### config.mk
export PLATFORM = sky130hd
export DESIGN_NAME = alu32_bit
export DESIGN_NICKNAME = d
export VERILOG_FILES = /design/src/rtl/alu_pkg.sv /design/src/rtl/alu_adder32.sv /design/src/rtl/alu32_bit.sv
export SDC_FILE = /design/constraint.sdc
export NUM_CORES = 1
export LEC_CHECK = 0
export CORE_ASPECT_RATIO = 2
export CORE_MARGIN = 2
export CORE_UTILIZATION = 55
export DETAILED_ROUTE_END_ITERATION = 8
export GPL_TIMING_DRIVEN = 0
export PLACE_DENSITY = 0.89
export SYNTH_ARGS = -nofsm -noshare
export SYNTH_HDL_FRONTEND = slang
export SYNTH_SLANG_ARGS = --single-unit
export TNS_END_PERCENT = 100
### constraint.sdc
create_clock -name clk -period 14.4 [get_ports clk]
set_input_delay 3.6 -clock clk [delete_from_list [all_inputs] [get_ports clk]]
set_output_delay 3.6 -clock clk [all_outputs]
set_load 0.005 [all_outputs]
### src/rtl/alu_pkg.sv
// alu_pkg: shared opcode, funct and ALU control-code definitions for the
// MIPS execute-stage ALU (alu32_bit) and its adder sub-block.
package alu_pkg;

   // main-control ALU opcodes
   localparam logic [3:0] ALUOP_ADD   = 4'b0000;
   localparam logic [3:0] ALUOP_SUB   = 4'b0001;
   localparam logic [3:0] ALUOP_FUNCT = 4'b0010;
   localparam logic [3:0] ALUOP_AND   = 4'b0011;
   localparam logic [3:0] ALUOP_OR    = 4'b0100;
   localparam logic [3:0] ALUOP_XOR   = 4'b0101;
   localparam logic [3:0] ALUOP_SLT   = 4'b0110;
   localparam logic [3:0] ALUOP_SLTU  = 4'b0111;
   localparam logic [3:0] ALUOP_LUI   = 4'b1000;

   // R-type funct field values
   localparam logic [5:0] FUNCT_ADD  = 6'b100000;
   localparam logic [5:0] FUNCT_ADDU = 6'b100001;
   localparam logic [5:0] FUNCT_SUB  = 6'b100010;
   localparam logic [5:0] FUNCT_SUBU = 6'b100011;
   localparam logic [5:0] FUNCT_AND  = 6'b100100;
   localparam logic [5:0] FUNCT_OR   = 6'b100101;
   localparam logic [5:0] FUNCT_XOR  = 6'b100110;
   localparam logic [5:0] FUNCT_NOR  = 6'b100111;
   localparam logic [5:0] FUNCT_SLT  = 6'b101010;
   localparam logic [5:0] FUNCT_SLTU = 6'b101011;
   localparam logic [5:0] FUNCT_SLL  = 6'b000000;
   localparam logic [5:0] FUNCT_SRL  = 6'b000010;
   localparam logic [5:0] FUNCT_SRA  = 6'b000011;
   localparam logic [5:0] FUNCT_SLLV = 6'b000100;
   localparam logic [5:0] FUNCT_SRLV = 6'b000110;

   // decoded ALU control code
   typedef enum logic [3:0] {
      CTL_AND  = 4'b0000, CTL_OR   = 4'b0001, CTL_ADD  = 4'b0010, CTL_XOR  = 4'b0011,
      CTL_ADDU = 4'b0100, CTL_SUBU = 4'b0101, CTL_SUB  = 4'b0110, CTL_SLT  = 4'b0111,
      CTL_SLL  = 4'b1000, CTL_SRL  = 4'b1001, CTL_SRA  = 4'b1010, CTL_SLTU = 4'b1011,
      CTL_NOR  = 4'b1100, CTL_LUI  = 4'b1101, CTL_SLLV = 4'b1110, CTL_SRLV = 4'b1111
   } alu_ctl_t;

endpackage

### src/rtl/alu_adder32.sv
// alu_adder32: ripple-free behavioural adder with carry-in, carry-out and
// two's-complement overflow. Used for the main ALU and the address adder.
module alu_adder32 #(
   parameter int WIDTH = 32
) (
   input  logic [WIDTH-1:0] a,
   input  logic [WIDTH-1:0] b,
   input  logic             cin,
   output logic [WIDTH-1:0] sum,
   output logic             cout,
   output logic             overflow
);

   assign {cout, sum} = {1'b0, a} + {1'b0, b} + {{WIDTH{1'b0}}, cin};

   // overflow when both addends share a sign that the sum does not
   assign overflow = (a[WIDTH-1] == b[WIDTH-1]) && (sum[WIDTH-1] != a[WIDTH-1]);

endmodule

### src/rtl/alu32_bit.sv
// alu32_bit: MIPS EX-stage ALU. Decodes alu_op/funct to an ALU control code,
// produces result/zero/overflow combinationally, keeps a sticky overflow bit,
// and provides an independent address adder.
// Optional: define ALU_VAR_SHIFT_EN to enable SLLV/SRLV (shift by a[4:0]).
module alu32_bit
   import alu_pkg::*;
#(
   parameter int WIDTH = 32
) (
   input  logic             clk,
   input  logic             reset,
   input  logic [3:0]       alu_op,
   input  logic [5:0]       funct,
   input  logic [4:0]       shamt,
   input  logic [WIDTH-1:0] a,
   input  logic [WIDTH-1:0] b,
   output logic [WIDTH-1:0] result,
   output logic             zero,
   output logic             overflow,
   output logic [3:0]       alu_ctl,
   output logic             ovf_sticky,
   input  logic [WIDTH-1:0] add_a,
   input  logic [WIDTH-1:0] add_b,
   output logic [WIDTH-1:0] add_sum
);

   alu_ctl_t         ctl;
   logic             sub;
   logic [WIDTH-1:0] b_op;
   logic [WIDTH-1:0] sum;
   logic             cout;
   logic             add_ovf;
   logic             slt;
   logic             sltu;
   logic             addr_cout_unused;
   logic             addr_ovf_unused;

   // control decode: alu_op selects directly, 0010 defers to funct
   always_comb begin
      ctl = CTL_ADDU;
      case (alu_op)
         ALUOP_ADD:  ctl = CTL_ADD;
         ALUOP_SUB:  ctl = CTL_SUB;
         ALUOP_AND:  ctl = CTL_AND;
         ALUOP_OR:   ctl = CTL_OR;
         ALUOP_XOR:  ctl = CTL_XOR;
         ALUOP_SLT:  ctl = CTL_SLT;
         ALUOP_SLTU: ctl = CTL_SLTU;
         ALUOP_LUI:  ctl = CTL_LUI;
         ALUOP_FUNCT: begin
            case (funct)
               FUNCT_ADD:  ctl = CTL_ADD;
               FUNCT_ADDU: ctl = CTL_ADDU;
               FUNCT_SUB:  ctl = CTL_SUB;
               FUNCT_SUBU: ctl = CTL_SUBU;
               FUNCT_AND:  ctl = CTL_AND;
               FUNCT_OR:   ctl = CTL_OR;
               FUNCT_XOR:  ctl = CTL_XOR;
               FUNCT_NOR:  ctl = CTL_NOR;
               FUNCT_SLT:  ctl = CTL_SLT;
               FUNCT_SLTU: ctl = CTL_SLTU;
               FUNCT_SLL:  ctl = CTL_SLL;
               FUNCT_SRL:  ctl = CTL_SRL;
               FUNCT_SRA:  ctl = CTL_SRA;
`ifdef ALU_VAR_SHIFT_EN
               FUNCT_SLLV: ctl = CTL_SLLV;
               FUNCT_SRLV: ctl = CTL_SRLV;
`endif
               default:    ctl = CTL_ADDU;
            endcase
         end
         default:    ctl = CTL_ADDU;
      endcase
   end

   assign alu_ctl = ctl;

   // subtract and both compares share the adder as a + ~b + 1
   assign sub  = (ctl == CTL_SUB) || (ctl == CTL_SUBU) || (ctl == CTL_SLT) || (ctl == CTL_SLTU);
   assign b_op = sub ? ~b : b;

   alu_adder32 #(.WIDTH(WIDTH)) u_alu_add (
      .a        (a),
      .b        (b_op),
      .cin      (sub),
      .sum      (sum),
      .cout     (cout),
      .overflow (add_ovf)
   );

   // signed less-than corrects the difference sign by overflow;
   // unsigned less-than is a borrow, i.e. no carry out of a + ~b + 1
   assign slt  = sum[WIDTH-1] ^ add_ovf;
   assign sltu = ~cout;

   // result mux over all control codes
   always_comb begin
      result = '0;
      case (ctl)
         CTL_AND:  result = a & b;
         CTL_OR:   result = a | b;
         CTL_XOR:  result = a ^ b;
         CTL_NOR:  result = ~(a | b);
         CTL_ADD, CTL_ADDU, CTL_SUB, CTL_SUBU: result = sum;
         CTL_SLT:  result = {{(WIDTH-1){1'b0}}, slt};
         CTL_SLTU: result = {{(WIDTH-1){1'b0}}, sltu};
         CTL_SLL:  result = b << shamt;
         CTL_SRL:  result = b >> shamt;
         CTL_SRA:  result = $signed(b) >>> shamt;
         CTL_LUI:  result = {b[15:0], 16'h0000};
`ifdef ALU_VAR_SHIFT_EN
         CTL_SLLV: result = b << a[4:0];
         CTL_SRLV: result = b >> a[4:0];
`else
         CTL_SLLV, CTL_SRLV: result = '0;
`endif
         default:  result = '0;
      endcase
   end

   assign zero     = (result == '0);
   assign overflow = ((ctl == CTL_ADD) || (ctl == CTL_SUB)) && add_ovf;

   // address adder: PC+4 / branch target, wraps with no flags
   alu_adder32 #(.WIDTH(WIDTH)) u_addr_add (
      .a        (add_a),
      .b        (add_b),
      .cin      (1'b0),
      .sum      (add_sum),
      .cout     (addr_cout_unused),
      .overflow (addr_ovf_unused)
   );

   // sticky overflow status; reset has priority over a same-cycle overflow
   always_ff @(posedge clk) begin
      if (!reset) ovf_sticky <= 1'b0;
      else        ovf_sticky <= ovf_sticky | overflow;
   end

endmodule

==> results.toml, run 1 <==
[yosys]
synth_top_family_by_area = "compound AO/OA/AOI/OAI gates"
syn_area_per_cell_sq_um = 7.18
synth_edf_count = 0
synthAdderAreaFrac_pct = 16.4
yosys-mux-area-fraction_pct = 15.6
synth_nets = 1739
synth_cell_type_count = 98
synth-seq-cells = 1
synth_compound_area_share_pct = 30.2
synth_flop_cell = "dfxtp_1"
synth_area_sq_um = 10500
synth_xor_area_share_pct = 6.44
synthCells = 1458
synthArstFlopShare_pct = 0
ys_seq_area_share_pct = 0.191
ys_warn_count = 0
synth-simple-area-share_pct = 23.4

[floorplanning]
ios = 216
die_h_um = 199
dieWidth_um = 102
start_util_pct = 55.9
num_rows = 71

[status]
firstError = "[ERROR GRT-0116] Global routing finished with congestion. Check the congestion regions in the DRC Viewer."
haltStage = "5_1_grt"
outcome = "did not finish"

[place]
pre_cts_slack_ns = -2.64
io_buffers = 207
dpl-instance-area_sq_um = 12900
dp_cells = 1920
hpwl_mm = 47.9
gp_congestion = 1.25

[grt]
groute.usage.overall_pct = 69.9
grt_pass1_vias = 15548
overflow = 26
grt_max_degree = 11
grt_pass1_wl_mm = 104
==> cells by family after synthesis <==
kind of cell	count (synthesis)
buffers and inverters	188
adder cells (fa/ha/maj)	136
flip-flops	1
AND/OR/NAND/NOR	499
AO/OA/AOI/OAI	451
XOR/XNOR	77
multiplexers	106
==> cell usage after synthesis (all sizes together), types with 13 or more instances <==
cell	number	area (sq um)
and2	15	96.3
and3	14	87.6
a211oi	35	295
ha	134	1680
o21ai	77	385
a21oi	112	576
nor4	13	121
nor2	163	627
clkbuf	42	158
nand3	39	195
mux2	17	191
a2111oi	13	114
inv	98	370
nor3	47	250
a21o	18	135
mux4	44	991
buf	47	280
a221oi	15	144
xor2	13	114
xnor2	64	561
o211ai	26	215
nand2b	16	100
nand2	122	465
a31oi	14	87.6
o21a	16	120
or3	13	81.3
mux2i	45	450
==> layer usage <==
layer	track usage, %	GRT overflow
met1	67.6	0
met2	89.6	12
met3	51.1	0
met4	72.1	14
met5	14.9	0
==> through the flow <==
stage          TNS (ns)  util (%)
2_1_floorplan         0         -
3_3_place_gp     -15.92      68.6
3_5_place_dp     -18.56      68.6
4_1_cts               0      69.7
==> timing repair <==
action                                  CTS
gates cloned                              0
pin swaps                                10
endpoints found under the setup margin   22
resized for setup                        26
setup buffers                            11
hold buffers                              0
==> run 2, diff against run 1 <==
CORE_ASPECT_RATIO = unset   (was 2)
CORE_UTILIZATION = 40   (was 55)
PLACE_DENSITY = unset   (was 0.89)
PLACE_DENSITY_LB_ADDON = 0.15   (was unset)
==> run 2 against run 1 <==
- the flow now finishes without violations
- area after synthesis stayed put
- synthesized cell count unchanged
==> results.toml, run 2 <==
[sta]
fin_skew_ns = 0
holdWs_ns = 0.464
min_period_over_period_pct = 97.5
hold_viol_final = 0
max_freq_mhz = 71.2
tightest_slew_ns = 1.20
tns_ns = 0
slew_viol_final = 0
min_period_ns = 14.04
setup_viol = 0
relSlewSlack_pct = 19.1
rsz0062_at_grt = "false"
setup_ws_ns = 0.355

[grt]
grt_max_degree = 11
grt_pass1_wl_mm = 84.5
overflow = 0
antenna_found_initial = 0
grt_pass1_vias = 12859
groute.usage.overall_pct = 40.0

[clock_tree]
path_clk_slew_ns = 0
clock_latency_ns = 0

[status]
outcome = "finished, final reports clean"

[detailed_routing]
drtAntennaViolNets = 0
first_pass_iters = 6
drt-total-wl_mm = 57.7
vias = 13396
drtIter0Drc = 1499
drc_errors = 0
wl_per_cell_um = 28.7
via_per_inst = 6.66

[yosys]
synth_flop_cell = "dfxtp_1"
synth-seq-cells = 1
synthArstFlopShare_pct = 0
syn_area_per_cell_sq_um = 7.18
synth_edf_count = 0
synthCells = 1458
ys_warn_count = 0
ys_seq_area_share_pct = 0.191
netlist_top_cells_count = "nor2_1 (161), ha_1 (134), nand2_1 (121)"
yosysTopAreaCellShare_pct = 16.0
synth_nets = 1739
synth_most_common_cell = "nor2_1"
synth_area_leaders = "ha_1 (16%), mux4_2 (9.5%), nor2_1 (5.8%)"
synth_cell_type_count = 98
synth_top_area_cell = "ha_1"
synth_area_sq_um = 10500

[cells_and_area]
layout_common_cells = "clkdlybuf4s50_1 (205), nor2_1 (160), ha_1 (134)"
reg_top3 = "ovf_sticky (1)"
drive_gt1_share_pct = 11.1
final_common_cell = "clkdlybuf4s50_1"
fin_nets = 1959
diodes = 0
stdcell_area_sq_um = 13200
largest_register_ffs = 1
syn_to_final_growth_pct = 26.1
top_register = "ovf_sticky"

[worst_setup_path]
critPathArrivalTime_ns = 10.44
reg2reg_depth = 1
cp-end-kind = "output pin"
rrSetupSlack_ns = 13.82
path_class = "in2out"
cp-start-kind = "primary input"
startpoint = "funct[0]"
r2r_end = "ovf_sticky$_SDFF_PN0_"
r2r_start = "ovf_sticky$_SDFF_PN0_"
cp.required_ns = 10.80
cp_max_fo = 10

[floorplanning]
dieWidth_um = 166
ios = 216
num_rows = 59
die_area_sq_um = 27500
core_area_sq_um = 25900
die_h_um = 166
start_util_pct = 40.4

[worst_hold_path]
hold_start = "ovf_sticky$_SDFF_PN0_"
hold_path.class = "reg2reg"
min_path_cells = 1
hold_end = "ovf_sticky$_SDFF_PN0_"

[place]
io_buffers = 207
hpwl_mm = 47.5
pre_cts_slack_ns = -2.05
gp_congestion = 1.07
dpl-instance-area_sq_um = 13000

[pwr]
ir_drop_mv = 0.0478
fin_total_pwr_mw = 0.786
powerDensity_nw_per_um2 = 59.5
leakage_nw = 5.47

[run]
drv_cap = 0
-- run 2: cell counts after synthesis --
Identical to the previous run, type by type.
-- run 2: layer usage --
metal	vias to the layer above	part of all wire [%]	wire, um	track usage, %
li1	5918	-	-	-
met1	6346	39	22700	52.3
met2	925	43	25000	62.8
met3	207	10	6000	6.74
met4	0	7.0	4040	22.1
met5	-	0	0	0
-- run 2: worst max path at each step --
| stage | to | slack [ns] |
|---|---|---|
| floorplan | zero | 1.40 |
| global placement | zero | -1.95 |
| detailed placement | zero | -2.05 |
| CTS | zero | 0.03 |
| global route | result[0] | 0.09 |
| finish | zero | 0.36 |
-- run 2: critical path, stage by stage --
cell             delay, ns
clkdlybuf4s50_1       0.47
ha_1                  0.22
or4_4                 0.43
a211oi_2              0.22
o31a_4                0.23
inv_4                 0.07
nor2_4                0.12
clkbuf_8              0.20
nand2_2               0.12
o211ai_1              0.12
buf_4                 0.20
buf_12                0.17
xnor2_1               0.14
ha_1                  0.30
nor2b_1               0.19
o31a_1                0.27
o41a_1                0.36
a221o_2               0.47
a211o_4               0.39
o21a_1                0.22
xnor2_2               0.25
o211ai_1              0.19
a211oi_2              0.26
nand4b_1              0.20
nor4_2                0.34
o2111ai_2             0.22
nor4_2                0.27
dlymetal6s2s_1        0.16
-- run 2: cell type report --
class / instances / area, sq um
sequential: 1 / 20.0
inverter: 99 / 374
multi-input combinational: 1269 / 9770
buffer: 89 / 469
timing repair buffer: 218 / 2160
fill: 2652 / 12700
tap: 335 / 419
-- run 2: kinds of logic after synthesis --
family,synth area share (%)
flops,0.191
compound gates,30.2
xor+xnor,6.44
mux,15.6
buf+inv,7.75
fa+ha+maj,16.4
simple gates,23.4
-- run 2: where the power goes --
group          switching (mW)  internal, mW  total [mW]
clock network               0             0           0
logic                   0.437         0.345       0.782
registers            0.000112       0.00306     0.00317
total                   0.438         0.348       0.786
-- run 2: metrics by stage --
step / util, % / std cells
after global placement: 50.0 / 2000
after global routing: 51.0 / 2011
after floorplan: - / 1458
after detailed placement: 50.0 / 2000
after CTS: 50.7 / 2008
final: 51.0 / 2011
-- run 2: timing repair --
item                       in CTS  in global routing
hold buffers                    0                  0
pin swaps                      10                  8
setup endpoints to repair      21                  3
hold endpoints to repair        0                  0
gates resized for setup        26                 10
buffers inserted                8                  3
Note: power is estimated with default switching activity, not from simulation.
==> run 3, diff against run 2 <==
CORE_MARGIN = unset   (was 2)
==> run 3 against run 2 <==
- global-route usage rose by 1.5 points
- cell area grew 0.11%
- first-iteration DRC count rose by 2.6%
- critical path depth is 2 lower
- wire length shrank 0.39%
- clock skew unchanged
- core utilization grew 1.1 points
==> results.toml, run 3 (synthesis gave the netlist of run 2 again) <==
[floorplanning]
num_rows = 58
core_area_sq_um = 25400
start_util_pct = 41.2
die_area_sq_um = 26800
ios = 216
dieWidth_um = 164
die_h_um = 164

[detailed_routing]
drtAntennaViolNets = 0
drtIter0Drc = 1538
drt-total-wl_mm = 57.5
wl_per_cell_um = 28.6
via_per_inst = 6.71
drc_errors = 0
vias = 13492
first_pass_iters = 6

[sta]
hold_viol_final = 0
rsz0062_at_grt = "false"
tightest_slew_ns = 1.19
min_period_ns = 13.96
fin_skew_ns = 0
slew_viol_final = 0
setup_viol = 0
min_period_over_period_pct = 97.0
tns_ns = 0
relSlewSlack_pct = 20.2
max_freq_mhz = 71.6

[worst_setup_path]
cp_slowest_cell = "clkdlybuf4s50_1"
cp_num_buf_inv = 6
cp.required_ns = 10.80
max_stage_delay_ns = 0.64
cp-end-kind = "output pin"
cp_max_fo = 10
critPathArrivalTime_ns = 10.36
startpoint = "funct[0]"
cp-start-kind = "primary input"
crit_family = "compound AO/OA/AOI/OAI gates"
r2r_start = "ovf_sticky$_SDFF_PN0_"
path_class = "in2out"

[cells_and_area]
stdcell_area_sq_um = 13200
drive_gt1_share_pct = 11.3
fillers = 2631
layout_common_cells = "clkdlybuf4s50_1 (205), nor2_1 (159), ha_1 (134)"
top_register = "ovf_sticky"
final_common_cell = "clkdlybuf4s50_1"
largest_register_ffs = 1
reg_top3 = "ovf_sticky (1)"
fin_nets = 1962
syn_to_final_growth_pct = 26.2

[place]
io_buffers = 207
hpwl_mm = 46.9
gp_congestion = 1.05
dpl-instance-area_sq_um = 13000

[grt]
antenna_found_initial = 1
grt_pass1_vias = 12541
grt_max_degree = 11
groute.usage.overall_pct = 41.5
grt_pass1_wl_mm = 82.2
overflow = 0

[worst_hold_path]
hold_path.class = "reg2reg"
hold_start = "ovf_sticky$_SDFF_PN0_"

[run]
drv_cap = 0

[clock_tree]
path_clk_slew_ns = 0
clock_latency_ns = 0

[status]
outcome = "finished, final reports clean"
==> run 3: worst paths after layout <==
kind                                 to  slack [ns]  cells past startpoint
setup / recovery              result[0]        0.44                     26
hold / removal    ovf_sticky$_SDFF_PN0_        0.47                      1
setup reg to reg  ovf_sticky$_SDFF_PN0_       13.82                      1
hold reg to reg   ovf_sticky$_SDFF_PN0_        0.47                      1
==> run 3: cell type report <==
cell class                 count  area, sq um  share of cell area [%]
multi-input combinational   1269         9750                    73.7
buffer                        89          483                    3.65
inverter                      99          374                    2.83
timing repair buffer         221         2180                    16.5
sequential                     1         20.0                   0.151
tap                          330          413                    3.12
antenna                        2         5.00                  0.0379
==> run 3: stage by stage <==
stage	instances	hold slack [ns]	worst slack (ns)	util, %
final	2011	0.467	0.438	52.0
after global routing	2009	0.491	0.145	52.0
after CTS	2003	0.471	0.00340	51.7
after detailed placement	1995	0.471	-2.11	51.0
after global placement	1995	0.447	-2.14	51.0
after floorplan	1458	0.464	1.40	-
==> run 3: per-layer routing <==
layer	routed length (um)	vias up	share of wire (%)	track usage (%)
li1	-	5920	-	-
met1	22700	6353	40	53.6
met2	24300	956	42	64.2
met3	5990	263	10	6.94
met4	4490	0	7.8	26.0
met5	0	-	0	0
==> run 3: what timing repair did <==
action | 4_1_cts | 5_1_grt
gates resized for setup | 24 | 13
setup buffers | 8 | 6
setup endpoints to repair | 21 | 2
hold buffers | 0 | 0
hold endpoints to repair | 0 | 0
pin swaps | 12 | 11
==> run 4, diff against run 3 <==
CORE_MARGIN = 2   (was unset)
==> results of run 4 <==
No change in the layout: final DEF, timing and power equal those of run 2.
